$ cat src/rtl/acc_pkg.sv
// Shared types for the accumulator/link unit: FSM states, latched command
// record and the stage-sequencing helper.
package acc_pkg;

    localparam int unsigned CMD_CNT_W = 4;

    typedef enum logic [2:0] {
        IDLE,
        CLR,
        CMP,
        INC,
        ROT,
        DONE
    } state_t;

    typedef struct packed {
        logic                 cla;
        logic                 cll;
        logic                 cma;
        logic                 cml;
        logic                 iac;
        logic                 ral;
        logic                 rar;
        logic [CMD_CNT_W-1:0] rot_cnt;
    } cmd_t;

    // Next enabled stage after cur, walking the fixed order CLR, CMP, INC, ROT.
    function automatic state_t next_stage(input state_t cur, input cmd_t cmd);
        logic   clr_en;
        logic   cmp_en;
        logic   inc_en;
        logic   rot_en;
        state_t nxt;
        clr_en = cmd.cla | cmd.cll;
        cmp_en = cmd.cma | cmd.cml;
        inc_en = cmd.iac;
        rot_en = (cmd.ral ^ cmd.rar) && (cmd.rot_cnt != '0);
        nxt    = DONE;
        if (rot_en && (cur inside {IDLE, CLR, CMP, INC})) nxt = ROT;
        if (inc_en && (cur inside {IDLE, CLR, CMP}))      nxt = INC;
        if (cmp_en && (cur inside {IDLE, CLR}))           nxt = CMP;
        if (clr_en && (cur == IDLE))                      nxt = CLR;
        return nxt;
    endfunction

endpackage

$ cat src/rtl/acc_link_unit_if.sv
// Controller-side bundle of the accumulator/link unit: load path, micro-op
// command with start/busy/done handshake, and status flags.
interface acc_link_unit_if #(
    parameter int unsigned WIDTH = 12,
    parameter int unsigned CNT_W = 4
);
    logic             load;
    logic [WIDTH-1:0] acc_in;
    logic             link_in;
    logic             start;
    logic             cla;
    logic             cll;
    logic             cma;
    logic             cml;
    logic             iac;
    logic             ral;
    logic             rar;
    logic [CNT_W-1:0] rot_cnt;
    logic [WIDTH-1:0] acc;
    logic             link;
    logic             busy;
    logic             done;
    logic             cmd_err;
    logic             acc_zero;
    logic             acc_neg;

    modport master (
        output load, acc_in, link_in, start,
        output cla, cll, cma, cml, iac, ral, rar, rot_cnt,
        input  acc, link, busy, done, cmd_err, acc_zero, acc_neg
    );

    modport slave (
        input  load, acc_in, link_in, start,
        input  cla, cll, cma, cml, iac, ral, rar, rot_cnt,
        output acc, link, busy, done, cmd_err, acc_zero, acc_neg
    );
endinterface

$ cat src/rtl/acc_rot_step.sv
// One-bit rotate of the {link,acc} word, left or right; reused every ROT cycle.
module acc_rot_step #(
    parameter int unsigned WIDTH = 12
) (
    input  logic [WIDTH:0] val,
    input  logic           left,
    output logic [WIDTH:0] res
);
    always_comb begin
        if (left) res = {val[WIDTH-1:0], val[WIDTH]};
        else      res = {val[0], val[WIDTH:1]};
    end
endmodule

$ cat src/rtl/acc_link_unit.sv
// Accumulator plus link register executing group-1 micro-op sequences
// (clear, complement, increment, rotate) with a start/busy/done handshake.
module acc_link_unit
    import acc_pkg::*;
#(
    parameter int unsigned WIDTH = 12,
    parameter int unsigned CNT_W = CMD_CNT_W
) (
    input  logic           clk,
    input  logic           rst,
    acc_link_unit_if.slave bus
);

    state_t           state;
    state_t           state_nxt;
    cmd_t             cmd;
    cmd_t             cmd_nxt;
    logic [WIDTH-1:0] acc_r;
    logic [WIDTH-1:0] acc_nxt;
    logic             link_r;
    logic             link_nxt;
    logic [CNT_W-1:0] rot_left;
    logic [CNT_W-1:0] rot_left_nxt;
    logic             busy_r;
    logic             busy_nxt;
    logic             done_r;
    logic             done_nxt;
    logic             err_r;
    logic             err_nxt;
    logic [WIDTH:0]   rot_res;

    acc_rot_step #(.WIDTH(WIDTH)) u_rot (
        .val  ({link_r, acc_r}),
        .left (cmd.ral),
        .res  (rot_res)
    );

    // State, datapath and handshake registers.
    always_ff @(posedge clk or posedge rst) begin
        if (rst) begin
            state    <= IDLE;
            cmd      <= '0;
            acc_r    <= '0;
            link_r   <= 1'b0;
            rot_left <= '0;
            busy_r   <= 1'b0;
            done_r   <= 1'b0;
            err_r    <= 1'b0;
        end else begin
            state    <= state_nxt;
            cmd      <= cmd_nxt;
            acc_r    <= acc_nxt;
            link_r   <= link_nxt;
            rot_left <= rot_left_nxt;
            busy_r   <= busy_nxt;
            done_r   <= done_nxt;
            err_r    <= err_nxt;
        end
    end

    // Next-state and datapath update; each stage hands off via next_stage.
    always_comb begin
        state_nxt    = state;
        cmd_nxt      = cmd;
        acc_nxt      = acc_r;
        link_nxt     = link_r;
        rot_left_nxt = rot_left;

        case (state)
            IDLE: begin
                if (bus.load) begin
                    acc_nxt  = bus.acc_in;
                    link_nxt = bus.link_in;
                end else if (bus.start) begin
                    cmd_nxt.cla     = bus.cla;
                    cmd_nxt.cll     = bus.cll;
                    cmd_nxt.cma     = bus.cma;
                    cmd_nxt.cml     = bus.cml;
                    cmd_nxt.iac     = bus.iac;
                    cmd_nxt.ral     = bus.ral;
                    cmd_nxt.rar     = bus.rar;
                    cmd_nxt.rot_cnt = CMD_CNT_W'(bus.rot_cnt);
                    rot_left_nxt    = bus.rot_cnt;
                    state_nxt       = next_stage(IDLE, cmd_nxt);
                end
            end
            CLR: begin
                if (cmd.cla) acc_nxt = '0;
                if (cmd.cll) link_nxt = 1'b0;
                state_nxt = next_stage(CLR, cmd);
            end
            CMP: begin
                if (cmd.cma) acc_nxt = ~acc_r;
                if (cmd.cml) link_nxt = ~link_r;
                state_nxt = next_stage(CMP, cmd);
            end
            INC: begin
                {link_nxt, acc_nxt} = {link_r, acc_r} + (WIDTH + 1)'(1);
                state_nxt = next_stage(INC, cmd);
            end
            ROT: begin
                {link_nxt, acc_nxt} = rot_res;
                rot_left_nxt        = rot_left - CNT_W'(1);
                if (rot_left == CNT_W'(1)) state_nxt = next_stage(ROT, cmd);
            end
            DONE: begin
                state_nxt = IDLE;
            end
            default: begin
                state_nxt = IDLE;
            end
        endcase

        busy_nxt = (state_nxt != IDLE);
        done_nxt = (state_nxt == DONE);
        err_nxt  = done_nxt & cmd_nxt.ral & cmd_nxt.rar;
    end

    assign bus.acc      = acc_r;
    assign bus.link     = link_r;
    assign bus.busy     = busy_r;
    assign bus.done     = done_r;
    assign bus.cmd_err  = err_r;
    assign bus.acc_zero = (acc_r == '0);
    assign bus.acc_neg  = acc_r[WIDTH-1];

endmodule

$ cat src/flat_wrapper.sv
// flat-port wrapper written by rule: the top's interface ports become plain ports
module acc_link_unit_flat import acc_pkg::*;
#(
    parameter int unsigned WIDTH = 12,
    parameter int unsigned CNT_W = CMD_CNT_W
)
  (clk, rst, bus_load, bus_acc_in, bus_link_in, bus_start, bus_cla, bus_cll, bus_cma, bus_cml, bus_iac, bus_ral, bus_rar, bus_rot_cnt, bus_acc, bus_link, bus_busy, bus_done, bus_cmd_err, bus_acc_zero, bus_acc_neg);
  acc_link_unit_if #(.WIDTH(WIDTH), .CNT_W(CNT_W)) bus_i ();
  input  logic clk;
  input  logic rst;
  input wire logic [$bits(bus_i.load)-1:0] bus_load;
  input wire logic [$bits(bus_i.acc_in)-1:0] bus_acc_in;
  input wire logic [$bits(bus_i.link_in)-1:0] bus_link_in;
  input wire logic [$bits(bus_i.start)-1:0] bus_start;
  input wire logic [$bits(bus_i.cla)-1:0] bus_cla;
  input wire logic [$bits(bus_i.cll)-1:0] bus_cll;
  input wire logic [$bits(bus_i.cma)-1:0] bus_cma;
  input wire logic [$bits(bus_i.cml)-1:0] bus_cml;
  input wire logic [$bits(bus_i.iac)-1:0] bus_iac;
  input wire logic [$bits(bus_i.ral)-1:0] bus_ral;
  input wire logic [$bits(bus_i.rar)-1:0] bus_rar;
  input wire logic [$bits(bus_i.rot_cnt)-1:0] bus_rot_cnt;
  output wire logic [$bits(bus_i.acc)-1:0] bus_acc;
  output wire logic [$bits(bus_i.link)-1:0] bus_link;
  output wire logic [$bits(bus_i.busy)-1:0] bus_busy;
  output wire logic [$bits(bus_i.done)-1:0] bus_done;
  output wire logic [$bits(bus_i.cmd_err)-1:0] bus_cmd_err;
  output wire logic [$bits(bus_i.acc_zero)-1:0] bus_acc_zero;
  output wire logic [$bits(bus_i.acc_neg)-1:0] bus_acc_neg;
  assign bus_i.load = bus_load;
  assign bus_i.acc_in = bus_acc_in;
  assign bus_i.link_in = bus_link_in;
  assign bus_i.start = bus_start;
  assign bus_i.cla = bus_cla;
  assign bus_i.cll = bus_cll;
  assign bus_i.cma = bus_cma;
  assign bus_i.cml = bus_cml;
  assign bus_i.iac = bus_iac;
  assign bus_i.ral = bus_ral;
  assign bus_i.rar = bus_rar;
  assign bus_i.rot_cnt = bus_rot_cnt;
  assign bus_acc = bus_i.acc;
  assign bus_link = bus_i.link;
  assign bus_busy = bus_i.busy;
  assign bus_done = bus_i.done;
  assign bus_cmd_err = bus_i.cmd_err;
  assign bus_acc_zero = bus_i.acc_zero;
  assign bus_acc_neg = bus_i.acc_neg;
  acc_link_unit #(.WIDTH(WIDTH), .CNT_W(CNT_W)) u_core (.clk(clk), .rst(rst), .bus(bus_i));
endmodule
$ cat config.mk
export PLATFORM = sky130hd
export DESIGN_NAME = acc_link_unit_flat
export DESIGN_NICKNAME = d
export VERILOG_FILES = /design/src/rtl/acc_pkg.sv /design/src/rtl/acc_link_unit_if.sv /design/src/rtl/acc_rot_step.sv /design/src/rtl/acc_link_unit.sv /design/src/flat_wrapper.sv
export SDC_FILE = /design/constraint.sdc
export NUM_CORES = 1
export LEC_CHECK = 0
export CAP_MARGIN = 20
export CORE_MARGIN = 8
export CORE_UTILIZATION = 35
export CTS_BUF_LIST = sky130_fd_sc_hd__clkbuf_2
export CTS_CLUSTER_SIZE = 30
export DETAILED_ROUTE_END_ITERATION = 10
export HOLD_SLACK_MARGIN = 0.12
export SLEW_MARGIN = 30
export SYNTH_ARGS = -nofsm -noshare
export SYNTH_HDL_FRONTEND = slang
export SYNTH_SLANG_ARGS = --single-unit
export TNS_END_PERCENT = 20
$ cat constraint.sdc
create_clock -name clk -period 1.9 [get_ports clk]
set_input_delay 0.38 -clock clk [delete_from_list [all_inputs] [get_ports clk]]
set_output_delay 0.38 -clock clk [all_outputs]
set_load 0.02 [all_outputs]
# Word-level counts from Yosys, hierarchy flattened
# Cells that the tools add are included.
word_totals:
  regBits: 34
  latchBits: 0
  ramBits: 0
  mem_bits_ro: 0
  input_bits: 28
  out_inout_bits: 18
  word_cells: 79
  memories: 0
op_classes:
  addsub: 2
  mul: 0
  div: 0
  n_lt_le_gt_ge: 0
  eq_ne: 13
  shifts: 0
  mux: 26
  bitwise: 10
  reduce_logical: 13
op_table:
  columns: ["operator", "count"]
  rows:
  - ["case mux 12 bit (5 select lines)", 1]
  - ["two-way mux 12 bit", 3]
  - ["two-way mux 3 bit", 8]
  - ["two-way mux 6 bit", 3]
  - ["case mux 3 bit (5 select lines)", 1]
  - ["adder 13 x 1 -> 13 bit, second input constant", 1]
  - ["two-way mux 13 bit", 1]
  - ["logical NOT 12 bit", 1]
  - ["inverter 12 bit", 1]
  - ["two-way mux 4 bit", 2]
  - ["!= test 2 x 1 -> 1 bit, second input constant", 4]
  - ["case mux 4 bit (2 select lines)", 1]
  - ["AND reduction 4 bit", 2]
  - ["nonzero test 4 bit", 2]
  - ["== test 3 x 2 -> 1 bit, second input constant", 2]
  - ["== test 3 bit, second input constant", 2]
  - ["!= test 2 bit, second input constant", 3]
  - ["AND reduction 3 bit", 2]
  - ["two-way mux 1 bit", 5]
  - ["case mux 1 bit (5 select lines)", 1]
  - ["nonzero test 5 bit", 1]
  - ["== test 4 x 1 -> 1 bit, second input constant", 1]
  - ["subtractor 4 x 1 -> 4 bit, second input constant", 1]
  - ["== test 3 x 1 -> 1 bit, second input constant", 1]
  - ["other kinds (8)", 14]

# Depth between registers and ports, before layout
# Gate-level depths: netlist of the first run.
depth:
  depth_word: 12
  depth_mapped: 7

# By module
# Synthesis of the first run repeated with hierarchy kept, for this count alone.
hier_totals:
  cells_unflattened: 294
  hier_area_um2: 2575.0
by_module_without_submodules:
  columns: ["mod", "instances", "cells_per_inst", "area_each_um2", "seq_area_each_um2"]
  rows:
  - ["acc_link_unit", 1, 280, 2379.8, 850.8]
  - ["acc_rot_step", 1, 14, 195.2, 0.0]

# Worst setup path after synthesis of the first run
# No wires, ideal clock.
synth_timing:
  kind: "register -> output"
  start: "register u_core.acc_r[8] (netlist: u_core.bus.acc[8])"
  end: "output bus_acc_zero"
  arrival_time_ns: 1.645
  required_time_ns: 1.520
  path_slack_ns: -0.125
  path_stages_with_launch: 5
  path_buffers: 1
  cell_sequence: "dfrtp_1 -> clkbuf_1 -> nor4_1 -> nand4_1 -> nor4_1"
synth_via:
  elab_chain_len: 1
synth_lines:
  columns: ["item", "line_no", "rtl"]
  rows:
  - ["start: declaration", "acc_link_unit.sv:18", "logic [WIDTH-1:0] acc_r;"]
  - ["start signal: assignment", "acc_link_unit.sv:52", "acc_r <= acc_nxt;"]
  - ["logical NOT 12 bit", "acc_link_unit.sv:124", "assign bus.acc_zero = (acc_r == '0);"]
  - ["end: declaration", "flat_wrapper.sv:28", "output wire logic [$bits(bus_i.acc_zero)-1:0] bus_acc_zero;"]
# Every way passes these cells.

# Worst setup path in the final report of the first run
# Same ends and word-level chain as after synthesis.

==> results.md, run 1 <==
- Summed over all instances, the cell type with the most area after synthesis is dfrtp_1.
- Once layout is complete, the utilization of the core stands at around half.
- For this run, the detailed router's first-pass iteration total came to 4.
- The overall die height is 100 um.
- The total number of placement rows is 30.
- The number of antenna diodes in the final layout is 0.
- The critical path data arrival time is 1560 ps.
- The slack of the critical path is -41.3 ps.
- The worst register-to-register path has a depth of 5.
- The number of distinct library cells after synthesis is between 50 and 60.
- Setup repair after global routing could not meet its margin everywhere.
- The most common library cell in the layout ignoring fill and taps is nand2_1.
- For this run, the number of Yosys warnings is 0.
- STA classifies the critical path startpoint as a register.
- The run finished, with violations left.
- The sequential area share after synthesis is 34.2%.
- The total leakage power is approximately 0.0015 uW.
- The cell class contributing the biggest share of worst-path delay is simple AND/OR/NAND/NOR gates.
- The source-to-sink clock delay at the later pin of the worst-skew pair is roughly 380 ps.
- The share of final-layout standard cells stronger than drive strength 1 is 20.7%.
- The data required time at the worst endpoint is approximately 1500 ps.
- The measured slew at the worst slew-check pin is roughly 470 ps.
- The number of stages on the worst setup path is 4.
- In this design, the critical path's most frequently occurring cell is nor4_2.
- The number of slew-limit violations in the final report is 0.
- The post-synthesis cell count is 314.
- From left edge to right edge, the die measures between 100 and 150 um.
- Of the available clock period, the critical path in the final layout requires 102%.
- The tightest min-delay check is of the input pin to async pin type.
- Clock-pin slew was measured on the worst setup and hold paths at 190 ps.
- Using the TritonRoute via totals, the vias-per-cell ratio works out to 5.25.
- The number of levels the H-tree was split into is 2.
- The final hold violation count came to 0.
- The number of buffers inserted by port buffering is 45.
- The number of cells in the design after placement is between 400 and 500.
- The mean cell area of the mapped netlist is slightly below 8 um2.
- The final worst clock skew is roughly 11 ps.
- During I/O placement, the number of pins put on the boundary was between 40 and 50.
- Of the post-synthesis cell area, the dominant cell type holds between 30% and 40%.
- Timing would allow up to approximately 500 MHz.
- The area growth from synthesis to layout is 36.8%.
- The first global-routing pass estimated approximately 13000 um of wire.
- The worst reg2reg path startpoint is u_core.state[0].
- The number of buffers created by CTS is 5.
- The worst-case vdd ir drop is 511 uV.
- After the first detailed-routing iteration, the DRC count stood at 96.
- The wire length reported by the detailed router is about 7500 um.
- The via count of the first global-routing pass is about 2500.
- In the synthesized netlist the async set-or-reset flop fraction comes to 100%.
- The count of hold buffers inserted by post-cts repair is 0.
- The initial antenna violation count is 0.
- The total global routing track utilization is 15.7%.
- The synthesized cell area is 2490 um2.
- The worst pin sits at a relative slew slack of around two thirds.
- Among all stages on the critical path, the largest delay is contributed by dfrtp_1.
- In this run the worst setup path terminates at bus_acc_zero.
- The worst-path maximum fanout is 2.
- The total via count in the routed design is 2559.
- Max-cap violations in this run came to 0.
- The number of non-filler instances in the completed layout is 487.
- The checks that failed: negative setup slack.
- The critical path is of the register to output port type.
- For this design the ratio of total power to cell area is about 1600 nW/um2.
- The detail-routed net length per standard cell is about 15 um.
- For this run, the slowest stage of the critical path takes between 400 and 500 ps.
- The final-report setup violation count is 1.
- The final layout contains approximately 420 nets.
- TritonCTS built the clock tree.
- The clock sink count is 34.
- The critical register-to-register path endpoint is u_core.bus.acc[9].
- Tracing the worst setup path back leads to its startpoint at u_core.bus.acc[8].
- The buffers plus inverters on the worst setup path is 1.
- For this run, design rule violations remaining after detail routing come to 0.
- The die area is 10100 um2.
- Once the floorplan was initialized, standard cells occupied between 30% and 40% of the core.
- After filler insertion, the fill cell instance count of the layout stands at 720.
- The detailed placer's ending HPWL is just under 6000 um.
- The buffer cell driving the clock tree root is clkbuf_2.
- The critical path goes through nor4_2 > nand4_1 > nor4_2 > buf_4.
- The library cells used most frequently in the layout, excluding fill and tap cells, are nand2_1, buf_4, dfrtp_1, clkdlybuf4s50_1, nor2_1.
- The most used flip-flop cell after synthesis is dfrtp_1.
- The total overflow left after global routing is 0.
- The count of nets left with antenna violations once routing finished came out at 0.
- For flop-to-flop paths, the worst setup slack is roughly 90 ps.
- The placer congestion estimate is around 0.9.
- The worst setup path is captured at an output port.
- By area the synthesized netlist is led by dfrtp_1, nand2_1, o21ai_0.
- The pin count of the biggest net entering global routing is 35.
- The final period demand of the worst path is approximately 1900 ps.
- The net count after synthesis is between 300 and 400.
- The clock passes through at most 2 buffers.
- The core region is between 6000 and 7000 um2.
- In this run, synthesis inferred 0 flip-flops with an integrated enable.
- The post-synthesis sequential element count is 34.
-- where the power goes --
group	internal [uW]	switching, uW	total [uW]
Combinational	1710	1990	3700
Sequential	1080	286	1360
Clock	90.7	257	347
-- stage by stage --
| stage | hold WS [ps] | setup slack (ps) | total power (uW) | setup TNS [ps] | instance area (um2) |
|---|---|---|---|---|---|
| finish | 377 | -41.3 | 5410 | -41.3 | 3410 |
| global route | 402 | -174 | 5900 | -174 | 3410 |
| CTS | 371 | -90.6 | 5450 | -90.6 | 3390 |
| detailed placement | 467 | -250 | 5170 | -2750 | 3360 |
| global placement | 468 | -208 | 5110 | -2250 | 3360 |
| floorplan | 437 | 93.6 | 3710 | 0 | 2500 |
-- worst min-delay path by stage --
stage	slack, ps	endpoint	cells after the start
after global placement	470	u_core.cmd[0]	2
after CTS	370	u_core.rot_left[2]	3
after floorplan	440	u_core.cmd[10]	2
final	380	u_core.bus.acc[6]	3
after detailed placement	470	u_core.cmd[10]	2
after global routing	400	u_core.bus.acc[6]	3
-- registers in the layout, indices dropped and copies added, names as in the netlist --
| name | cells |
|---|---|
| u_core.bus.cmd_err | 1 |
| u_core.bus.busy | 1 |
| u_core.state | 3 |
| u_core.rot_left | 4 |
| u_core.cmd | 11 |
| u_core.bus.acc | 12 |
| u_core.bus.link | 1 |
| u_core.bus.done | 1 |
-- cells in the mapped netlist, types with 2 or more instances --
cell type  count
a21oi_1       20
nor2_1        28
o211ai_1       3
xnor2_1        4
mux2_2         3
nor4_1         4
xor2_1         4
o22ai_1        3
nor2b_1        2
a31oi_1        2
o22a_1         2
a221o_1        4
o221a_2        2
mux2i_1       11
nor3_2         2
and3_1         3
a221oi_1       2
inv_1         11
clkbuf_1      12
a22oi_1        2
dfrtp_1       34
o31ai_1        2
o21ai_0       23
nand3_1        9
ha_1           4
buf_2         13
a211oi_1       7
nor3_1         7
a22o_1         3
nand2_1       53
nand2b_1       5
o32ai_1        2
nand4_1        5
a222oi_1       3
-- repair_timing --
item / 4_1_cts / 5_1_grt
gates resized for setup: 20 / 9
pin swaps: 0 / 2
setup endpoints to repair: 14 / 18
setup buffers: 0 / 0
-- cell type report --
class / count / area, um2 / share of cell area [%]
clock buffers: 6 / 30.0 / 0.881
clock inverters: 2 / 8.76 / 0.257
inverters: 12 / 45.0 / 1.32
multi-input cells: 240 / 1480 / 43.5
flip-flops and latches: 34 / 855 / 25.1
well taps: 96 / 120 / 3.52
repair buffers: 97 / 866 / 25.4
-- metal layers --
layer / part of all wire [%] / routed length, um / global-route usage (%)
met1: 44 / 3310 / 20.0
met2: 50 / 3740 / 26.1
met3: 4.7 / 351 / 3.39
met5: 0 / 0 / 0
met4: 0.99 / 74 / 3.84
-- cell families (layout without fill, tap and decap cells) --
family	after synthesis	count (layout)	synth area share, %
buffers and inverters	40	117	7.13
and+or+nand+nor	129	129	25.2
xor gates and xnor gates	8	8	2.81
AOI/OAI and AO/OA	85	85	23.0
muxes	14	14	5.78
DFF	34	34	34.2
adders and majority gates	4	4	2.01
-- worst reg2reg max path: cells and delay by family (launching register included) --
kind / cells / cell delay (ps)
compound gates: 2 / 720
buf+inv: 2 / 340
flops: 1 / 480
simple gates: 1 / 200
Power figures use the tool's default switching activity.
==> run 2, diff against run 1 <==
--- a/config.mk
+++ b/config.mk
@@ -9,9 +9,10 @@
 export CORE_MARGIN = 8
 export CORE_UTILIZATION = 35
 export CTS_BUF_LIST = sky130_fd_sc_hd__clkbuf_2
-export CTS_CLUSTER_SIZE = 30
+export CTS_CLUSTER_SIZE = 8
 export DETAILED_ROUTE_END_ITERATION = 10
 export HOLD_SLACK_MARGIN = 0.12
+export REMOVE_ABC_BUFFERS = 1
 export SLEW_MARGIN = 30
 export SYNTH_ARGS = -nofsm -noshare
 export SYNTH_HDL_FRONTEND = slang
==> results.md, run 2 (synthesis results as in run 1) <==
- The number of slew-limit violations in the final report is 0 (unchanged).
- The total global routing track utilization came to 16.1% (was 15.7%).
- The number of flip-flops in the largest register is 12 (unchanged).
- The die area is 10100 um2 (unchanged).
- The category of the worst setup path capture point was an output port (unchanged).
- The post-route standard cell area excluding fillers is 3420 um2 (was 3410 um2).
- The wire length reported by the detailed router came to 7910 um (was 7480 um).
- The buffer cell driving the clock tree root is clkbuf_2 (unchanged).
- The overall die height is 100 um (unchanged).
- Status: finished, violations left (unchanged).
- Setup repair after global routing missed its margin: yes (unchanged).
- The area growth from synthesis to layout was 37.3% (was 36.8%).
- Cell-by-cell listing of the critical path: nor4_2 > nand4_1 > nor4_2 > buf_4 (unchanged).
- The library cell contributing the largest single delay on the critical path was dfrtp_1 (unchanged).
- The total number of placement rows is 30 (unchanged).
- Violated checks: negative setup slack (unchanged).
- The number of DRC markers in iteration 0 is 157 (was 96).
- The buffer levels on the longest clock path is 2 (unchanged).
- The power density over cell area is 1650 nW/um2 (was 1590 nW/um2).
- The detailed placer's ending HPWL is 6090 um (was 5860 um).
- The number of vias per cell is 5.44 (was 5.25).
- The data required time at the worst endpoint is 1520 ps (about the same).
- The startpoint class of the critical path was a register (unchanged).
- The classification of the worst setup path is register to output port (unchanged).
- The measured slew at the worst slew-check pin was 467 ps (about the same).
- The number of buffers created by CTS was 5 (unchanged).
- The wire length of the first global-routing pass is 12900 um (was 12700 um).
- The final hold violation count is 0 (unchanged).
- The critical path data arrival time came to 1530 ps (was 1560 ps).
- The total leakage power is 0.00153 uW (about the same).
- The top-level I/O count is 46 (unchanged).
- The headroom to the max-slew limit is 68.8% (was 68.6%).
- The critical path's largest stage delay is 430 ps (about the same).
- The setup total negative slack is -10.6 ps (was -41.3 ps).
- The detail-routed net length per standard cell is 16.2 um (was 15.4 um).
- The DRC violation count after routing was 0 (unchanged).
- The number of levels the H-tree was split into is 2 (unchanged).
- The clock sink count came to 34 (unchanged).
- The final period demand of the worst path is 1910 ps (was 1940 ps).
- The final-report setup violation count is 1 (unchanged).
- The residual antenna-violating net count after detailed routing is 0 (unchanged).
- The number of buffers inserted by port buffering was 45 (unchanged).
- The source-to-sink clock delay at the later pin of the worst-skew pair is 380 ps (about the same).
- The overflow left after global routing is 0 (unchanged).
- The number of optimization iterations in the first detailed-route pass is 6 (was 4).
- The number of maximum-capacitance violations came to 0 (unchanged).
- The CTS tree was done (unchanged).
- The most common cell type on the critical path is nor4_2 (unchanged).
- The count of nets after finishing came to 424 (was 422).
- The share of final-layout standard cells stronger than drive strength 1 is 21.2% (was 20.7%).
- The starting utilization of the core area is 36.5% (unchanged).
- The area of the core is 6830 um2 (unchanged).
- The placer congestion estimate is 0.846 (was 0.880).
- The pin count of the biggest net entering global routing is 35 (unchanged).
- The count of hold buffers inserted by post-cts repair is 0 (unchanged).
- The count of inserted antenna diode cells is 0 (unchanged).
- The post-route clock period utilization was 101% (was 102%).
- The worst-case vdd ir drop came to 688 uV (was 511 uV).
- The worst-path maximum fanout was 2 (unchanged).
- The horizontal extent of the die is 100 um (unchanged).
- The slack of the critical path is -10.6 ps (was -41.3 ps).
- The total via count in the routed design is 2656 (was 2559).
- The post-place instance area is 3310 um2 (was 3360 um2).
- The via count of the first global-routing pass came to 2587 (was 2506).
- Commonest cells after routing, fill and taps aside: nand2_1, buf_4, dfrtp_1, clkdlybuf4s50_1, nor2_1 (unchanged).
- The highest achievable clock rate is 523 MHz (was 515 MHz).
- The worst min-delay path category is input pin to async pin (unchanged).
- The initial antenna violation count is 0 (unchanged).
- The clock transition time at the flip-flop clock pins of the worst setup and hold paths came to 200 ps (was 190 ps).
- The final worst clock skew was 14.7 ps (was 11.0 ps).
[run 2: cell count changes in the layout (fill, tap and decap cells not counted), sizes merged]
cell	before	now
buf	53	55
bufinv	0	1
clkbuf	6	5
clkinv	3	2
dlygate4sd2	12	13
dlymetal6s2s	2	1
[run 2: report_power, final]
group / internal, uW / switching, uW
Clock: 212 / 269
Sequential: 1070 / 291
Combinational: 1720 / 2070
Total: 3000 / 2630
[run 2: metrics by stage]
stage | hold slack [ps] | utilization (%) | total power (uW) | setup slack (ps) | cells
6_report | 387 | 50.1 | 5630 | -10.6 | 488
5_1_grt | 398 | 50.1 | 6090 | -164 | 488
4_1_cts | 389 | 49.0 | 5560 | -87.7 | 485
3_5_place_dp | 466 | 48.5 | 5180 | -256 | 478
3_3_place_gp | 458 | 48.5 | 5110 | -226 | 478
2_1_floorplan | 437 | - | 3510 | -475 | 286
[run 2: layer usage]
layer | part of all wire (%) | routed length, um | GRT usage [%] | vias up
met4 | 0.97 | 77 | 4.19 | 0
met1 | 43 | 3430 | 19.1 | 1277
li1 | - | - | - | 1286
met3 | 6.0 | 476 | 4.15 | 11
met5 | 0 | 0 | 0 | -
met2 | 50 | 3920 | 28.0 | 82
[run 2: repair_timing]
| action | in CTS | in global routing |
|---|---|---|
| pin swaps | 0 | 3 |
| buffers inserted | 0 | 3 |
| endpoints found under the setup margin | 15 | 18 |
| resized for setup | 19 | 14 |
[run 2: final cells by class]
| class | count | area, um2 |
|---|---|---|
| Fill cell | 705 | 3410 |
| Multi-Input combinational cell | 240 | 1500 |
| Tap cell | 96 | 120 |
| Sequential cell | 34 | 853 |
| Inverter | 12 | 45.0 |
| Clock inverter | 2 | 33.8 |
| Timing Repair Buffer | 99 | 847 |
| Clock buffer | 5 | 25.0 |
[run 2: final timing paths]
check	from	endpoint	slack (ps)	cells after the start
min in group clk	u_core.cmd[0]	u_core.cmd[0]	500	2
setup reg to reg	u_core.state[0]	u_core.bus.acc[1]	90	6
hold / removal	rst	u_core.bus.acc[1]	390	3
setup / recovery	u_core.bus.acc[8]	bus_acc_zero	-10	4
hold reg to reg	u_core.cmd[0]	u_core.cmd[0]	500	2
max in group asynchronous	rst	u_core.bus.link	1160	3
[run 2: worst max-delay path, delay by kind of cell, from the launching register on]
kind | cells | cell delay [ps]
AND/OR/NAND/NOR | 3 | 550
buffers and inverters | 1 | 180
flip-flops | 1 | 430
